[src/rtl/pbs_pkg.sv]
// Shared constants and helpers for the pbs_move_rng battle front end.
package pbs_pkg;

  // Width of a move index and of the damage/accuracy/roll values.
  localparam int unsigned MOVE_W  = 2;
  localparam int unsigned STAT_W  = 5;
  localparam int unsigned NUM_SRC = 6;
  localparam int unsigned LFSR_W  = 16;

  // Galois feedback mask, applied when the bit shifted out is 1.
  localparam logic [LFSR_W-1:0] LFSR_POLY = 16'hB400;

  // Move table indexed by move number.
  localparam logic [STAT_W-1:0] MOVE_DMG  [0:3] = '{5'd2,  5'd4,  5'd6, 5'd9};
  localparam logic [STAT_W-1:0] MOVE_ACCU [0:3] = '{5'd16, 5'd12, 5'd8, 5'd4};

  // Seed of source idx. A zero seed would lock the LFSR, so it becomes 1.
  function automatic logic [LFSR_W-1:0] seed_of(input logic [LFSR_W-1:0] base,
                                                input int unsigned      idx);
    logic [LFSR_W-1:0] mult;
    logic [LFSR_W-1:0] seed;
    mult = LFSR_W'((idx + 32'd1) * 32'h0000_1111);
    seed = base ^ mult;
    if (seed == 16'h0000) begin
      seed = 16'h0001;
    end else begin
      seed = seed;
    end
    return seed;
  endfunction

  // One Galois step: shift right, fold in the polynomial on a 1 out.
  function automatic logic [LFSR_W-1:0] lfsr_next(input logic [LFSR_W-1:0] s);
    logic [LFSR_W-1:0] n;
    if (s[0]) begin
      n = (s >> 1) ^ LFSR_POLY;
    end else begin
      n = s >> 1;
    end
    return n;
  endfunction

endpackage

[src/rtl/pbs_rand_bit.sv]
// Freezable 16-bit Galois LFSR producing one pseudo-random bit.
module pbs_rand_bit
  import pbs_pkg::*;
#(
  parameter logic [15:0] SEED = 16'h0001
) (
  input  logic clk,
  input  logic rst,
  input  logic stop,
  output logic random
);

  // A zero state never leaves zero, so guard against it here as well.
  localparam logic [LFSR_W-1:0] SEED_EFF = (SEED == 16'h0000) ? 16'h0001 : SEED;

  logic [LFSR_W-1:0] state_d;
  logic [LFSR_W-1:0] state_q;

  // Next state: hold while frozen, otherwise advance one Galois step.
  always_comb begin
    state_d = state_q;
    if (stop) begin
      state_d = state_q;
    end else begin
      state_d = lfsr_next(state_q);
    end
  end

  // State register; reset reloads the seed and wins over stop.
  always_ff @(posedge clk) begin
    if (rst) begin
      state_q <= SEED_EFF;
    end else begin
      state_q <= state_d;
    end
  end

  assign random = state_q[0];

endmodule

[src/rtl/pbs_move_rng.sv]
// Battle front end: random AI move and accuracy roll, registered move
// selection, and move-table lookup with hit decision.
module pbs_move_rng
  import pbs_pkg::*;
#(
  parameter logic [15:0] SEED_BASE = 16'hACE1
) (
  input  logic              clk,
  input  logic              rst,
  input  logic              stop,
  input  logic [MOVE_W-1:0] p_move,
  input  logic              actr,
  output logic [MOVE_W-1:0] ai_move,
  output logic [STAT_W-1:0] accu_rng,
  output logic [MOVE_W-1:0] move_sel,
  output logic [STAT_W-1:0] dmg,
  output logic [STAT_W-1:0] accu,
  output logic              hit
);

  logic [NUM_SRC-1:0] src_s;
  logic [MOVE_W-1:0]  move_sel_d;
  logic [MOVE_W-1:0]  move_sel_q;

  // Six independent sources, each with its own derived seed.
  for (genvar g = 0; g < NUM_SRC; g++) begin : g_src
    pbs_rand_bit #(
      .SEED(seed_of(SEED_BASE, g))
    ) u_rand_bit (
      .clk   (clk),
      .rst   (rst),
      .stop  (stop),
      .random(src_s[g])
    );
  end

  assign ai_move  = {src_s[1], src_s[0]};
  assign accu_rng = {1'b0, src_s[5], src_s[4], src_s[3], src_s[2]};

  // Pick the acting trainer's move; stop does not gate this path.
  always_comb begin
    move_sel_d = move_sel_q;
    if (actr) begin
      move_sel_d = ai_move;
    end else begin
      move_sel_d = p_move;
    end
  end

  // Move selection register, cleared by reset.
  always_ff @(posedge clk) begin
    if (rst) begin
      move_sel_q <= 2'd0;
    end else begin
      move_sel_q <= move_sel_d;
    end
  end

  assign move_sel = move_sel_q;

  // Table lookup and hit compare; move 0 (accu 16) beats any roll 0..15.
  always_comb begin
    dmg  = MOVE_DMG[move_sel_q];
    accu = MOVE_ACCU[move_sel_q];
    if (accu >= accu_rng) begin
      hit = 1'b1;
    end else begin
      hit = 1'b0;
    end
  end

endmodule

[config.mk]
export PLATFORM = sky130hd
export DESIGN_NAME = pbs_move_rng
export DESIGN_NICKNAME = d
export VERILOG_FILES = /design/src/rtl/pbs_pkg.sv /design/src/rtl/pbs_rand_bit.sv /design/src/rtl/pbs_move_rng.sv
export SDC_FILE = /design/constraint.sdc
export NUM_CORES = 1
export LEC_CHECK = 0
export ABC_AREA = 0
export ABC_CLOCK_PERIOD_IN_PS = 1700
export BUFFER_PORTS_ARGS = -buffer_cell sky130_fd_sc_hd__buf_4
export CAP_MARGIN = 15
export CORE_ASPECT_RATIO = 1.4
export CORE_MARGIN = 1.5
export CORE_UTILIZATION = 54
export CTS_CLUSTER_DIAMETER = 150
export CTS_CLUSTER_SIZE = 40
export DETAILED_ROUTE_END_ITERATION = 6
export PLACE_DENSITY = 0.86
export REMOVE_ABC_BUFFERS = 1
export SETUP_SLACK_MARGIN = 0.2
export SYNTH_ARGS = -nofsm -noshare
export SYNTH_HDL_FRONTEND = slang
export SYNTH_SLANG_ARGS = --single-unit
[constraint.sdc]
create_clock -name clk -period 1.7 [get_ports clk]
set_clock_uncertainty 0.2 [all_clocks]
set_input_delay 0.17 -clock clk [delete_from_list [all_inputs] [get_ports clk]]
set_output_delay 0.17 -clock clk [all_outputs]
set_load 0.01 [all_outputs]
# Word-level counts from Yosys, hierarchy flattened
# Index checks and enable logic that the tools add are counted.
[classes]
bitwise_logic = 7
n_lt_le_gt_ge = 2
n_mux = 14
[op_table]
columns = ["operator", "n"]
rows = [
  ["2-to-1 mux 16 bit", 6],
  ["inverter 3 -> 4 bit", 6],
  ["binary-select mux 5 bit (select 2 bit)", 2],
  ["2-to-1 mux 5 bit", 4],
  ["greater-or-equal comparator 5 x 4 -> 1 bit", 1],
  ["greater-or-equal comparator 3 bit, second input constant", 1],
  ["inverter 2 -> 3 bit", 1],
  ["2-to-1 mux 2 bit", 1],
  ["2-to-1 mux 1 bit", 1],
]
[word_totals]
register_bits = 98
elab_cells = 30
out_inout_bits = 20

# Depth between registers and ports, before layout
[depth]
depth_word = 6
mapped_depth = 5

# Cells and area by module
# Synthesis repeated with hierarchy kept, for this count alone.
[unflattened]
hier_cells = 368
area_unflattened_um2 = 4012.6
[by_module_without_submodules]
columns = ["module", "cells_each", "area_per_inst_um2", "n_inst"]
rows = [
  ["pbs_rand_bit (g_src[3].u_rand_bit)", 57, 638.1, 1],
  ["pbs_rand_bit (g_src[4].u_rand_bit)", 57, 633.1, 1],
  ["pbs_rand_bit (g_src[0].u_rand_bit)", 56, 630.6, 1],
  ["pbs_rand_bit (g_src[5].u_rand_bit)", 56, 626.9, 1],
  ["pbs_rand_bit (g_src[1].u_rand_bit)", 57, 620.6, 1],
  ["pbs_rand_bit (g_src[2].u_rand_bit)", 57, 613.1, 1],
  ["pbs_move_rng", 28, 250.2, 1],
]

# Worst setup path before layout
# OpenSTA, ideal clock, no wires.
[synth_timing]
path_type = "register -> output"
start = "reg move_sel_q[0], in the netlist move_sel[0]"
end = "out hit"
required_ns = 1.330
slack_ns = -0.162
stages_incl_launch_ff = 5
t_arrival_ns = 1.492
path_cell_list = "dfxtp_1 inv_1 fa_1 nor2b_1 a221o_1"
[synth_between]
elab_chain_len = 6
[synth_rtl]
columns = ["element", "line", "rtl"]
rows = [
  ["from (decl)", "pbs_move_rng.sv:23", "logic [MOVE_W-1:0] move_sel_q;"],
  ["from (signal assigned)", "pbs_move_rng.sv:55", "move_sel_q <= move_sel_d;"],
  ["inverter 2 -> 3 bit (implied by the code)", "pbs_move_rng.sv:64", "accu = MOVE_ACCU[move_sel_q];"],
  ["binary-select mux 5 bit (select 2 bit)", "pbs_move_rng.sv:64", ""],
  ["2-to-1 mux 5 bit (implied by the code) (2 in a row)", "pbs_move_rng.sv:64", ""],
  ["greater-or-equal comparator 5 x 4 -> 1 bit", "pbs_move_rng.sv:65", "if (accu >= accu_rng) begin"],
  ["2-to-1 mux 1 bit", "pbs_move_rng.sv:65", ""],
  ["to (decl)", "pbs_move_rng.sv:18", "output logic hit"],
]
# Every way passes these cells. The select of a mux whose other input is x is not followed.

# Worst setup path in the final report
[layout_timing]
start = "reg g_src[5].u_rand_bit.state_q[0]"
end = "out hit"
[layout_between]
elab_chain_len = 2
[layout_rtl]
columns = ["element", "line", "rtl"]
rows = [
  ["from (decl)", "pbs_rand_bit.sv:17", "logic [LFSR_W-1:0] state_q;"],
  ["from (signal assigned)", "pbs_rand_bit.sv:34", "state_q <= state_d;"],
  ["greater-or-equal comparator 5 x 4 -> 1 bit", "pbs_move_rng.sv:65", ""],
  ["2-to-1 mux 1 bit", "pbs_move_rng.sv:65", ""],
]
# Every way passes these cells.

==> results.py <==
metrics = {
    "timing": {
        "max_freq_mhz": 455.3,
        "holdWs_ns": 0.07924,
        "setup_viol_count_final": 3,
        "timing.final.crit_period_ns": 2.196,
        "hold_violations": 0,
        "period_share_pct": 129.2,
        "slew_viol_final": 0,
        "rsz0062_at_grt": "yes",
        "setup_ws_ns": -0.4962,
    },
    "setup_path": {
        "crit_required_ns": 1.33,
        "crit_fanout": 2,
        "critPathArrivalTime_ns": 1.83,
        "end_kind": "output port",
        "path_class": "register to output port",
        "cp-start-kind": "register",
    },
    "route": {
        "drt-initial-drc-count": 190,
        "wl_met2_um": 3306,
        "vias_per_cell": 5.012,
        "topRoutingLayerUsed": "met4",
        "wl_um": 6331,
        "ant_nets": 0,
        "drtPass1Iterations": 4,
        "wirelength_met1_um": 2722,
        "routed-wl-met3_um": 154,
        "drc": 0,
        "wl_per_cell_um": 12.89,
        "vias": 2461,
    },
    "floorplan": {
        "ios": 26,
        "core_area_sq_mm": 0.007268,
        "die_y_um": 105.2,
        "die_area_sq_mm": 0.007993,
        "initial_utilization_pct": 55.41,
        "core.rowCount": 37,
        "dieWidth_um": 75.99,
    },
    "logic_synthesis": {
        "yosysUniqueCellTypes": 26,
        "syn_area_sq_mm": 0.004028,
        "yosysSeqAreaShare_pct": 48.71,
        "synthCells": 369,
        "yosys_warnings": 0,
        "avgSynthCellArea_sq_um": 10.91,
        "yosys_register_bits": 98,
    },
    "place": {
        "placed_cell_area_sq_mm": 0.004177,
        "dp_cells": 469,
        "portBuffers": 21,
        "place.gp.congestion": 0.7065,
        "hpwl_um": 4133,
    },
    "pwr": {
        "swShare_pct": 25.05,
        "seqPwrFrac_pct": 57.2,
        "leakage_nw": 1.976,
        "pwr-share-clk_pct": 29.8,
        "power_density_mw_per_mm2": 984.7,
        "ir_drop_v": 0.0005623,
        "p_int_w": 0.003316,
        "pwr-share-comb_pct": 13.0,
        "p_sw_w": 0.001108,
        "finalPower_w": 0.004424,
    },
    "final_layout": {
        "syn2layout_area_growth_pct": 11.56,
        "fill_cells": 595,
        "final_util_pct": 61.82,
        "final_cell_mix": "dfxtp_1, mux2i_1, nand2_1",
        "layout.cells.non_filler": 491,
        "final_area_sq_mm": 0.004493,
        "seq_area_sq_mm": 0.001967,
        "final_nets": 400,
        "layout_commonest_cell": "dfxtp_1",
        "diodes": 0,
        "final_layout_size_suffix_gt1_share_pct": 22.59,
        "multi_input_area_sq_mm": 0.001780,
    },
    "flow_run": {
        "maxCapViolCount": 0,
    },
    "cts": {
        "cts.root.buffer_cell": "clkbuf_8",
        "cts.path.max_buffers": 2,
        "clock_sinks": 98,
        "cts_tree": "yes",
        "clkLatencyLatePin_ns": 0.36,
        "path_clk_slew_ns": 0.09,
        "htree_num_levels": 3,
        "cts_buffers": 9,
    },
    "min_path": {
        "hold_path_class": "primary input to register",
    },
    "global_route": {
        "antenna_found_initial": 0,
        "grt_pass1_wl_um": 10680,
        "grt_use_total_pct": 17.10,
        "first_global_vias": 2302,
        "grt_max_degree": 29,
        "gr-total-overflow": 0,
    },
    "outcome": {
        "status": "finished, violations left",
        "violations": "negative setup slack",
    },
}
registers in the layout, indices dropped and copies added (netlist names):
signal	cells
move_sel	2
g_src.u_rand_bit.state_q	96
metal layers:
| layer | vias to the layer above | GRT usage [%] |
|---|---|---|
| li1 | 1238 | - |
| met1 | 1177 | 20.12 |
| met2 | 34 | 29.15 |
| met3 | 12 | 3.755 |
| met4 | 0 | 8.730 |
| met5 | - | 0 |
synth_stat cells, drive strengths merged:
library cell | number | area [sq um]
or2 | 1 | 6.260
dfxtp | 98 | 1962
buf | 38 | 311.6
nor3b | 9 | 67.56
xnor2 | 18 | 157.7
conb | 1 | 3.750
o211ai | 2 | 15.01
mux2i | 78 | 780.8
nand2 | 45 | 168.9
nor4b | 1 | 8.760
a221o | 1 | 10.01
a211oi | 9 | 112.6
nor2 | 36 | 142.6
nor2b | 10 | 130.1
a21oi | 9 | 45.04
fa | 1 | 20.02
inv | 6 | 25.02
clkbuf | 2 | 10.01
ha | 4 | 50.05
worst max-delay path, cell delays in order (launching register included):
cell	delay, ns
dfxtp_2	0.34
inv_2	0.04
fa_1	0.48
nor4b_4	0.15
a221o_1	0.34
buf_6	0.13
path summary, 6_finish.rpt:
kind | startpoint | endpoint | slack (ns) | cells past startpoint
max | g_src[5].u_rand_bit.state_q[0] | hit | -0.50 | 5
max reg2reg | g_src[3].u_rand_bit.state_q[0] | g_src[3].u_rand_bit.state_q[12] | 0.56 | 3
min reg2reg | g_src[4].u_rand_bit.state_q[8] | g_src[4].u_rand_bit.state_q[8] | 0.28 | 2
min | stop | g_src[1].u_rand_bit.state_q[7] | 0.08 | 3
power by group through the flow:
stage | Sequential, W | Clock [W] | Combinational [W]
after floorplan | 0.00257 | 0 | 0.000306
after global placement | 0.00257 | 0 | 0.000510
after detailed placement | 0.00258 | 0 | 0.000529
after CTS | 0.00253 | 0.00136 | 0.000574
after global routing | 0.00255 | 0.00147 | 0.000631
final | 0.00253 | 0.00132 | 0.000577
cell type report:
class	instances	area share [%]
clock inverter	4	0.6126
multi-input combinational	228	39.63
tap	97	2.701
clock buffer	12	3.230
sequential	98	43.78
inverter	6	0.5569
timing repair buffer	46	9.496
metrics by stage:
| step | setup TNS (ns) | worst slack [ns] |
|---|---|---|
| 3_5_place_dp | -0.2260 | -0.2260 |
| 5_1_grt | -1.035 | -0.5707 |
| 2_1_floorplan | -0.2326 | -0.2326 |
| 6_report | -0.7686 | -0.4962 |
| 3_3_place_gp | -0.1204 | -0.1204 |
| 4_1_cts | -0.9316 | -0.4979 |
repair_timing:
item                                   4_1_cts  5_1_grt
setup endpoints to repair                    7        8
pin swaps                                    3        3
hold buffers                                 4        0
endpoints found under the hold margin       16        0
resized for setup                           20        4
setup buffers                                2        0
cell families (layout without fill, tap and decap cells):
logic type	Yosys count	after routing	synth area share [%]
AOI/OAI and AO/OA	21	21	4.535
other	1	4	0.09311
DFF	98	98	48.71
adders and majority gates	5	5	1.740
xor gates and xnor gates	18	18	3.914
buffers and inverters	46	68	8.605
muxes	78	78	19.38
and+or+nand+nor	102	102	13.02
Note: power is estimated with default switching activity, not from simulation.
